$ cat src/rtl/sa_pkg.sv
// Shared types and constants for the systolic-array output collector.
package sa_pkg;

    localparam int SA_HEIGHT     = 8;
    localparam int SA_WIDTH      = 8;
    localparam int SA_DATA_WIDTH = 8;
    localparam int SA_ACC_WIDTH  = 20;
    localparam int SA_SHIFT      = 4;

    typedef logic signed [SA_ACC_WIDTH-1:0]  acc_t;
    typedef logic signed [SA_DATA_WIDTH-1:0] elem_t;

    typedef enum logic [1:0] {
        ST_IDLE    = 2'd0,
        ST_COLLECT = 2'd1,
        ST_DONE    = 2'd2
    } state_t;

    // Bit positions inside op_i = {reLU_sel, op_sel, flatten}
    localparam int OP_RELU = 2;
    localparam int OP_SEL  = 1;
    localparam int OP_FLAT = 0;

    localparam logic OPSEL_CONV = 1'b0;
    localparam logic OPSEL_MUL  = 1'b1;

endpackage

$ cat src/rtl/sa_requant.sv
// One output element: acc + bias, arithmetic shift (floor), optional ReLU, 8-bit saturation.
module sa_requant
    import sa_pkg::*;
(
    input  acc_t  acc_i,
    input  elem_t bias_i,
    input  logic  relu_i,
    output elem_t elem_o
);

    localparam int SW = SA_ACC_WIDTH + 1;
    localparam logic signed [SW-1:0] MAX_V = SW'((2 ** (SA_DATA_WIDTH - 1)) - 1);
    localparam logic signed [SW-1:0] MIN_V = SW'(-(2 ** (SA_DATA_WIDTH - 1)));

    logic signed [SW-1:0] sum;
    logic signed [SW-1:0] shifted;
    logic signed [SW-1:0] rectified;

    always_comb begin
        sum       = {acc_i[SA_ACC_WIDTH-1], acc_i}
                  + {{(SW - SA_DATA_WIDTH){bias_i[SA_DATA_WIDTH-1]}}, bias_i};
        shifted   = sum >>> SA_SHIFT;
        rectified = (relu_i && shifted[SW-1]) ? '0 : shifted;
        if (rectified > MAX_V) begin
            elem_o = MAX_V[SA_DATA_WIDTH-1:0];
        end else if (rectified < MIN_V) begin
            elem_o = MIN_V[SA_DATA_WIDTH-1:0];
        end else begin
            elem_o = rectified[SA_DATA_WIDTH-1:0];
        end
    end

endmodule

$ cat src/rtl/sa_output_collector.sv
// Collects SA output rows into an ofmap tile, requantises each element and
// signals completion back to the register file (and the DNN result on the last layer).
module sa_output_collector
    import sa_pkg::*;
#(
    parameter int HEIGHT     = SA_HEIGHT,
    parameter int WIDTH      = SA_WIDTH,
    parameter int DATA_WIDTH = SA_DATA_WIDTH,
    parameter int ACC_WIDTH  = SA_ACC_WIDTH
) (
    input  logic                               clk,
    input  logic                               nrst,
    input  logic                               start_i,
    input  logic [3:0]                         out_height_i,
    input  logic [3:0]                         out_width_i,
    input  logic [2:0]                         op_i,
    input  logic                               is_final_layer_i,
    input  logic [HEIGHT*WIDTH*DATA_WIDTH-1:0] bias_i,
    input  logic                               sa_row_iv,
    input  logic [WIDTH*ACC_WIDTH-1:0]         sa_row_id,
    output logic                               ofmap_ov,
    output logic [HEIGHT*WIDTH*DATA_WIDTH-1:0] ofmap_od,
    output logic                               received_SA_od,
    output logic                               dnn_iv,
    output logic [DATA_WIDTH-1:0]              dnn_id,
    output logic                               busy_o
);

    localparam int RW = $clog2(HEIGHT);

    state_t                             state_q;
    logic [RW-1:0]                      row_cnt_q;
    logic [3:0]                         out_h_q, out_w_q;
    logic [3:0]                         out_h_d, out_w_d;
    logic [2:0]                         op_q;
    logic                               final_q;
    logic [HEIGHT*WIDTH*DATA_WIDTH-1:0] bias_q;
    elem_t                              ofmap_q [HEIGHT][WIDTH];
    elem_t                              row_elem [WIDTH];
    logic                               ofmap_ov_q, received_q, dnn_iv_q;
    elem_t                              dnn_id_q;
    logic                               unused_flat;

    // flatten only matters further downstream
    assign unused_flat = op_i[OP_FLAT];

    assign out_h_d = (out_height_i > 4'(HEIGHT)) ? 4'(HEIGHT) : out_height_i;
    assign out_w_d = (out_width_i  > 4'(WIDTH))  ? 4'(WIDTH)  : out_width_i;

    for (genvar c = 0; c < WIDTH; c++) begin : g_col
        acc_t  acc;
        elem_t bias_sel;
        elem_t req;

        assign acc      = sa_row_id[c*ACC_WIDTH +: ACC_WIDTH];
        // MUL carries a per-element bias; CONV broadcasts the single bias at [0][0]
        assign bias_sel = (op_q[OP_SEL] == OPSEL_MUL)
                        ? bias_q[(int'(row_cnt_q)*WIDTH + c)*DATA_WIDTH +: DATA_WIDTH]
                        : bias_q[DATA_WIDTH-1:0];

        sa_requant u_requant (
            .acc_i  (acc),
            .bias_i (bias_sel),
            .relu_i (op_q[OP_RELU]),
            .elem_o (req)
        );

        assign row_elem[c] = (4'(c) < out_w_q) ? req : '0;
    end

    for (genvar r = 0; r < HEIGHT; r++) begin : g_out_r
        for (genvar c = 0; c < WIDTH; c++) begin : g_out_c
            assign ofmap_od[(r*WIDTH + c)*DATA_WIDTH +: DATA_WIDTH] = ofmap_q[r][c];
        end
    end

    // sa_row_iv is a pure qualifier with no back-pressure: every cycle it is high
    // during COLLECT one row is taken; it is ignored in any other state.
    always_ff @(posedge clk or negedge nrst) begin
        if (!nrst) begin
            state_q    <= ST_IDLE;
            row_cnt_q  <= '0;
            out_h_q    <= '0;
            out_w_q    <= '0;
            op_q       <= '0;
            final_q    <= 1'b0;
            bias_q     <= '0;
            ofmap_ov_q <= 1'b0;
            received_q <= 1'b0;
            dnn_iv_q   <= 1'b0;
            dnn_id_q   <= '0;
            for (int r = 0; r < HEIGHT; r++) begin
                for (int c = 0; c < WIDTH; c++) begin
                    ofmap_q[r][c] <= '0;
                end
            end
        end else begin
            ofmap_ov_q <= 1'b0;
            received_q <= 1'b0;
            dnn_iv_q   <= 1'b0;
            case (state_q)
                ST_IDLE: begin
                    if (start_i) begin
                        out_h_q   <= out_h_d;
                        out_w_q   <= out_w_d;
                        op_q      <= op_i;
                        final_q   <= is_final_layer_i;
                        bias_q    <= bias_i;
                        row_cnt_q <= '0;
                        for (int r = 0; r < HEIGHT; r++) begin
                            for (int c = 0; c < WIDTH; c++) begin
                                ofmap_q[r][c] <= '0;
                            end
                        end
                        state_q <= (out_h_d == 4'd0) ? ST_DONE : ST_COLLECT;
                    end
                end
                ST_COLLECT: begin
                    if (sa_row_iv) begin
                        for (int c = 0; c < WIDTH; c++) begin
                            ofmap_q[row_cnt_q][c] <= row_elem[c];
                        end
                        row_cnt_q <= row_cnt_q + 1'b1;
                        if (4'(row_cnt_q) == out_h_q - 4'd1) begin
                            state_q <= ST_DONE;
                        end
                    end
                end
                ST_DONE: begin
                    ofmap_ov_q <= 1'b1;
                    received_q <= 1'b1;
                    if (final_q) begin
                        dnn_iv_q <= 1'b1;
                        dnn_id_q <= ofmap_q[0][0];
                    end
                    state_q <= ST_IDLE;
                end
                default: state_q <= ST_IDLE;
            endcase
        end
    end

    assign ofmap_ov       = ofmap_ov_q;
    assign received_SA_od = received_q;
    assign dnn_iv         = dnn_iv_q;
    assign dnn_id         = dnn_id_q;
    assign busy_o         = (state_q == ST_COLLECT);

endmodule

$ cat config.mk
export PLATFORM = sky130hd
export DESIGN_NAME = sa_output_collector
export DESIGN_NICKNAME = d
export VERILOG_FILES = /design/src/rtl/sa_pkg.sv /design/src/rtl/sa_requant.sv /design/src/rtl/sa_output_collector.sv
export SDC_FILE = /design/constraint.sdc
export NUM_CORES = 2
export LEC_CHECK = 0
export CORE_AREA = 4 4 471 473
export CTS_BUF_LIST = sky130_fd_sc_hd__clkbuf_8
export DETAILED_ROUTE_END_ITERATION = 10
export DIE_AREA = 0 0 475 477
export PLACE_DENSITY = 0.55
export SLEW_MARGIN = 40
export SYNTH_ARGS = -nofsm -noshare
export SYNTH_HDL_FRONTEND = slang
export SYNTH_HIERARCHICAL = 1
export SYNTH_SLANG_ARGS = --single-unit
$ cat constraint.sdc
create_clock -name clk -period 5.99 [get_ports clk]
set_clock_uncertainty 0.1 [all_clocks]
set_input_delay 1.4975 -clock clk [delete_from_list [all_inputs] [get_ports clk]]
set_output_delay 1.4975 -clock clk [all_outputs]
set_load 0.01 [all_outputs]
==> key figures <==
Timing
  • Slew Viols, Final: 0
  • Fin worst setup slack: 121 ps
  • Fmax: 0.170 GHz
  • Hold Fails Final Rpt: 0
  • Worst-Margin Slew: 939 ps
  • Fin crit period: 5870 ps
  • RSZ-0062 raised after global routing: yes
  • Tcrit/Tclk final: 98.0%
  • Worst rel slew slack: 37.4%
  • Final Setup Violations: 0

Critical path
  • Slowest CP cell: dfrtp_4
  • Reg2Reg Depth: 19
  • Max FO, Critical Path: 21
  • Worst R2R End: ofmap_od[361]
  • CP delay by family, top: compound AO/OA/AOI/OAI gates
  • Crit path launch: row_cnt_q[2]
  • Worst path required time: 6650 ps
  • WP buf/inv: 4
  • Worst reg2reg startpoint: row_cnt_q[2]
  • CP max stage delay: 660 ps
  • Crit start category: flop
  • Critical Path Most Common Cell: buf_4
  • Crit Path Class: reg2reg
  • Crit end category: flop
  • Worst EP arrival: 6530 ps
  • Worst path cell trace: buf_4, buf_4, mux2_2, a221o_1, o21ai_0, a41oi_1, buf_4, ha_1, nand4_2, or3_4, a31oi_1, o21ai_0, xnor2_1, or2b_1, o31ai_4, o21ai_1, nand2_1, buf_4, o31ai_1
  • R2R setup slack: 120 ps

Route
  • Violation count after the first detailed-routing iteration: 4660
  • Post-DRT Antenna Nets: 0
  • Total number of vias: 50300
  • Residual DRC: 0
  • Via/cell ratio: 4.95
  • Total Wirelength: 271000 um
  • Routed length per instance: 26.7 um
  • DR pass1 iterations: 5

Logic synthesis
  • Seq/Total Area, Yosys: 49.5%
  • Synth Warn #: 6
  • Ys flop type: dfrtp_1
  • Post-Syn Area: 53100 sq um
  • Seq cells post-synth: 1050
  • Asr flop ratio synth: 100%
  • Post-Syn Nets: 6741
  • Syn avg cell area: 9.00 sq um
  • Gate count after technology mapping: 5899
  • Unique masters post-synth: 105
  • EDFF count, synth: 0

Worst hold path
  • Worst Hold Class: in2async

Clock tree
  • Clock sinks: 1050
  • Root Buffer: clkbuf_8
  • H-Tree Level Count: 4
  • Clock Latency Late Sink: 970 ps
  • CTS Buffer Depth: 3
  • CTS tree: built
  • TritonCTS Buffers: 184
  • Clock-pin slew on the worst setup and hold paths: 60 ps
  • CTS Hold Buffers Added: 0

Cells and area
  • Fill cells: 22500
  • Non-Filler Instances: 10200
  • Util after Layout: 34.0%
  • Nets: 7995
  • Layout cell share with drive strength beyond 1: 10.5%
  • Synth-to-layout area growth: 38.8%

Pwr
  • Power per cell area: 608 nW/um^2
  • Total power: 44.8 mW
  • Power Internal: 22.5 mW
  • Seq pwr share: 24.7%
  • P_sw: 22.3 mW
  • Maximum vdd drop: 572 uV
  • Sw Share: 49.8%
  • Clk network pwr share: 15.3%
  • P_leak: 32.9 nW
  • Comb power frac: 60.0%

Job
  • Max-Cap Viols: 0

Die
  • Die width: 475 um
  • Row Count: 171
  • I/O pin count: 1212
  • Die Height: 477 um
  • Core Region: 217000 sq um
  • Die area: 227000 sq um
  • Initial Utilization: 24.5%

Placement
  • Placed Cells: 9815
  • GPL Wtd Cong: 0.896
  • DP HPWL: 210000 um
  • IO buf count: 1210
  • Worst slack at placement: 120 ps

GRT
  • Via count of the first global-routing pass: 49500
  • First-pass GRT wire length: 376000 um
  • Largest net degree at the start of global routing: 138
  • Gr usage total: 23.0%
  • Gr ovfl total: 0
  • Initial antenna violation count: 66

Outcome
  • Status: finished clean
synth_stat cells (all sizes together), types with 10 or more instances:
library cell	number	area share, %
buf	167	1.8
or2	13	0.15
ha	154	3.6
a21o	44	0.63
a21boi	11	0.16
or4	12	0.18
dfrtp	1050	49
nand4	38	0.57
or3	13	0.18
and2	24	0.28
o21a	15	0.21
a31oi	44	0.60
mux2i	71	1.3
a21oi	161	1.6
nand2	2292	16
o31ai	335	4.9
o21ba	11	0.21
a22o	38	0.63
clkbuf	219	1.6
nor3	39	0.41
o22a	10	0.17
xnor2	58	0.96
nor3b	11	0.26
o2bb2ai	18	0.30
a221o	14	0.27
nor4	15	0.28
mux2	54	1.2
o21ai	350	3.4
and3	30	0.39
nor2	105	0.75
a221oi	51	1.0
nand2b	16	0.19
xor2	37	0.61
o2111ai	13	0.21
inv	54	0.38
a41oi	28	0.58
nand3	61	0.57
o211ai	29	0.42
a22oi	68	0.99
nor2b	17	0.20
sequential cells by signal, indices dropped and copies added (netlist names):
signal	flops
bias_q	512
dnn_id	8
dnn_iv	1
final_q	1
ofmap_od	512
op_q	2
out_h_q	4
out_w_q	4
received_SA_od	1
row_cnt_q	3
state_q	2
worst max-delay path by stage:
stage	endpoint	slack (ps)	depth (start not counted)
2_1_floorplan	ofmap_od[348]	1120	17
3_3_place_gp	ofmap_od[104]	80	19
3_5_place_dp	ofmap_od[104]	120	19
4_1_cts	ofmap_od[360]	110	19
5_1_grt	ofmap_od[370]	-20	19
6_report	ofmap_od[361]	120	19
power groups by stage:
| stage | clock network [mW] | logic, mW | registers (mW) |
|---|---|---|---|
| 2_1_floorplan | 0 | 14.6 | 10.8 |
| 3_3_place_gp | 0 | 26.7 | 11.1 |
| 3_5_place_dp | 0 | 26.8 | 11.2 |
| 4_1_cts | 7.00 | 26.9 | 11.1 |
| 5_1_grt | 7.30 | 28.9 | 11.3 |
| 6_report | 6.84 | 26.9 | 11.1 |
worst register-to-register path, delay by kind of cell (launching register included):
family,cells,cell delay [ps]
AO/OA/AOI/OAI,8,1990
buffers and inverters,4,1140
AND/OR/NAND/NOR,4,860
flip-flops,1,660
adder cells (fa/ha/maj),1,400
multiplexers,1,350
XOR/XNOR,1,200
metal layers:
metal / track usage, % / part of all wire (%) / wire length [um] / vias to the layer above
li1: - / - / - / 22900
met2: 38.0 / 47 / 128000 / 2236
met3: 4.58 / 7.0 / 19000 / 428
met4: 9.06 / 3.9 / 10600 / 20
met5: 0 / 0.048 / 131 / -
met1: 29.5 / 42 / 113000 / 24700
cell type report:
class                   count  area (sq um)  share of cell area [%]
inverters                  54           203                   0.275
clock inverters            89           633                   0.859
well taps                2854          3570                    4.84
flip-flops and latches   1050         26300                    35.7
multi-input cells        4409         25000                    34.0
diodes                     33          82.6                   0.112
clock buffers             224          3080                    4.18
repair buffers           1454         14800                    20.1
cells by family after synthesis:
| logic type | count (synthesis) | share of synthesized area, % |
|---|---|---|
| and+or+nand+nor | 2726 | 21.3 |
| AOI/OAI and AO/OA | 1308 | 17.7 |
| DFF | 1050 | 49.5 |
| buffers and inverters | 440 | 3.77 |
| adders and majority gates | 154 | 3.63 |
| muxes | 125 | 2.50 |
| xor gates and xnor gates | 96 | 1.61 |
placed cells by master (no fill, tap or decap), drive strengths merged, types with 51 or more instances in the layout:
cell type,Yosys,final
xnor2,58,58
a221oi,51,51
nand3,61,61
clkbuf,219,224
buf,167,245
o21ai,350,350
inv,54,124
clkdlybuf4s50,0,1209
mux2i,71,71
nand2,2292,2292
nor2,105,105
ha,154,154
o31ai,335,335
mux2,54,54
dfrtp,1050,1050
a22oi,68,68
a21oi,161,161
metrics by stage:
step	cell area [sq um]	TNS [ps]	hold WS (ps)
after floorplan	53100	0	337
after global placement	69700	0	351
after detailed placement	69800	0	355
after CTS	73500	0	198
after global routing	73700	-40.0	228
final	73700	0	278
repair_timing:
item                                    CTS  global route
endpoints found under the setup margin    0            16
endpoints found under the hold margin     0             0
resized for setup                         0             2
buffers inserted                          0             3
Power figures use the tool's default switching activity.
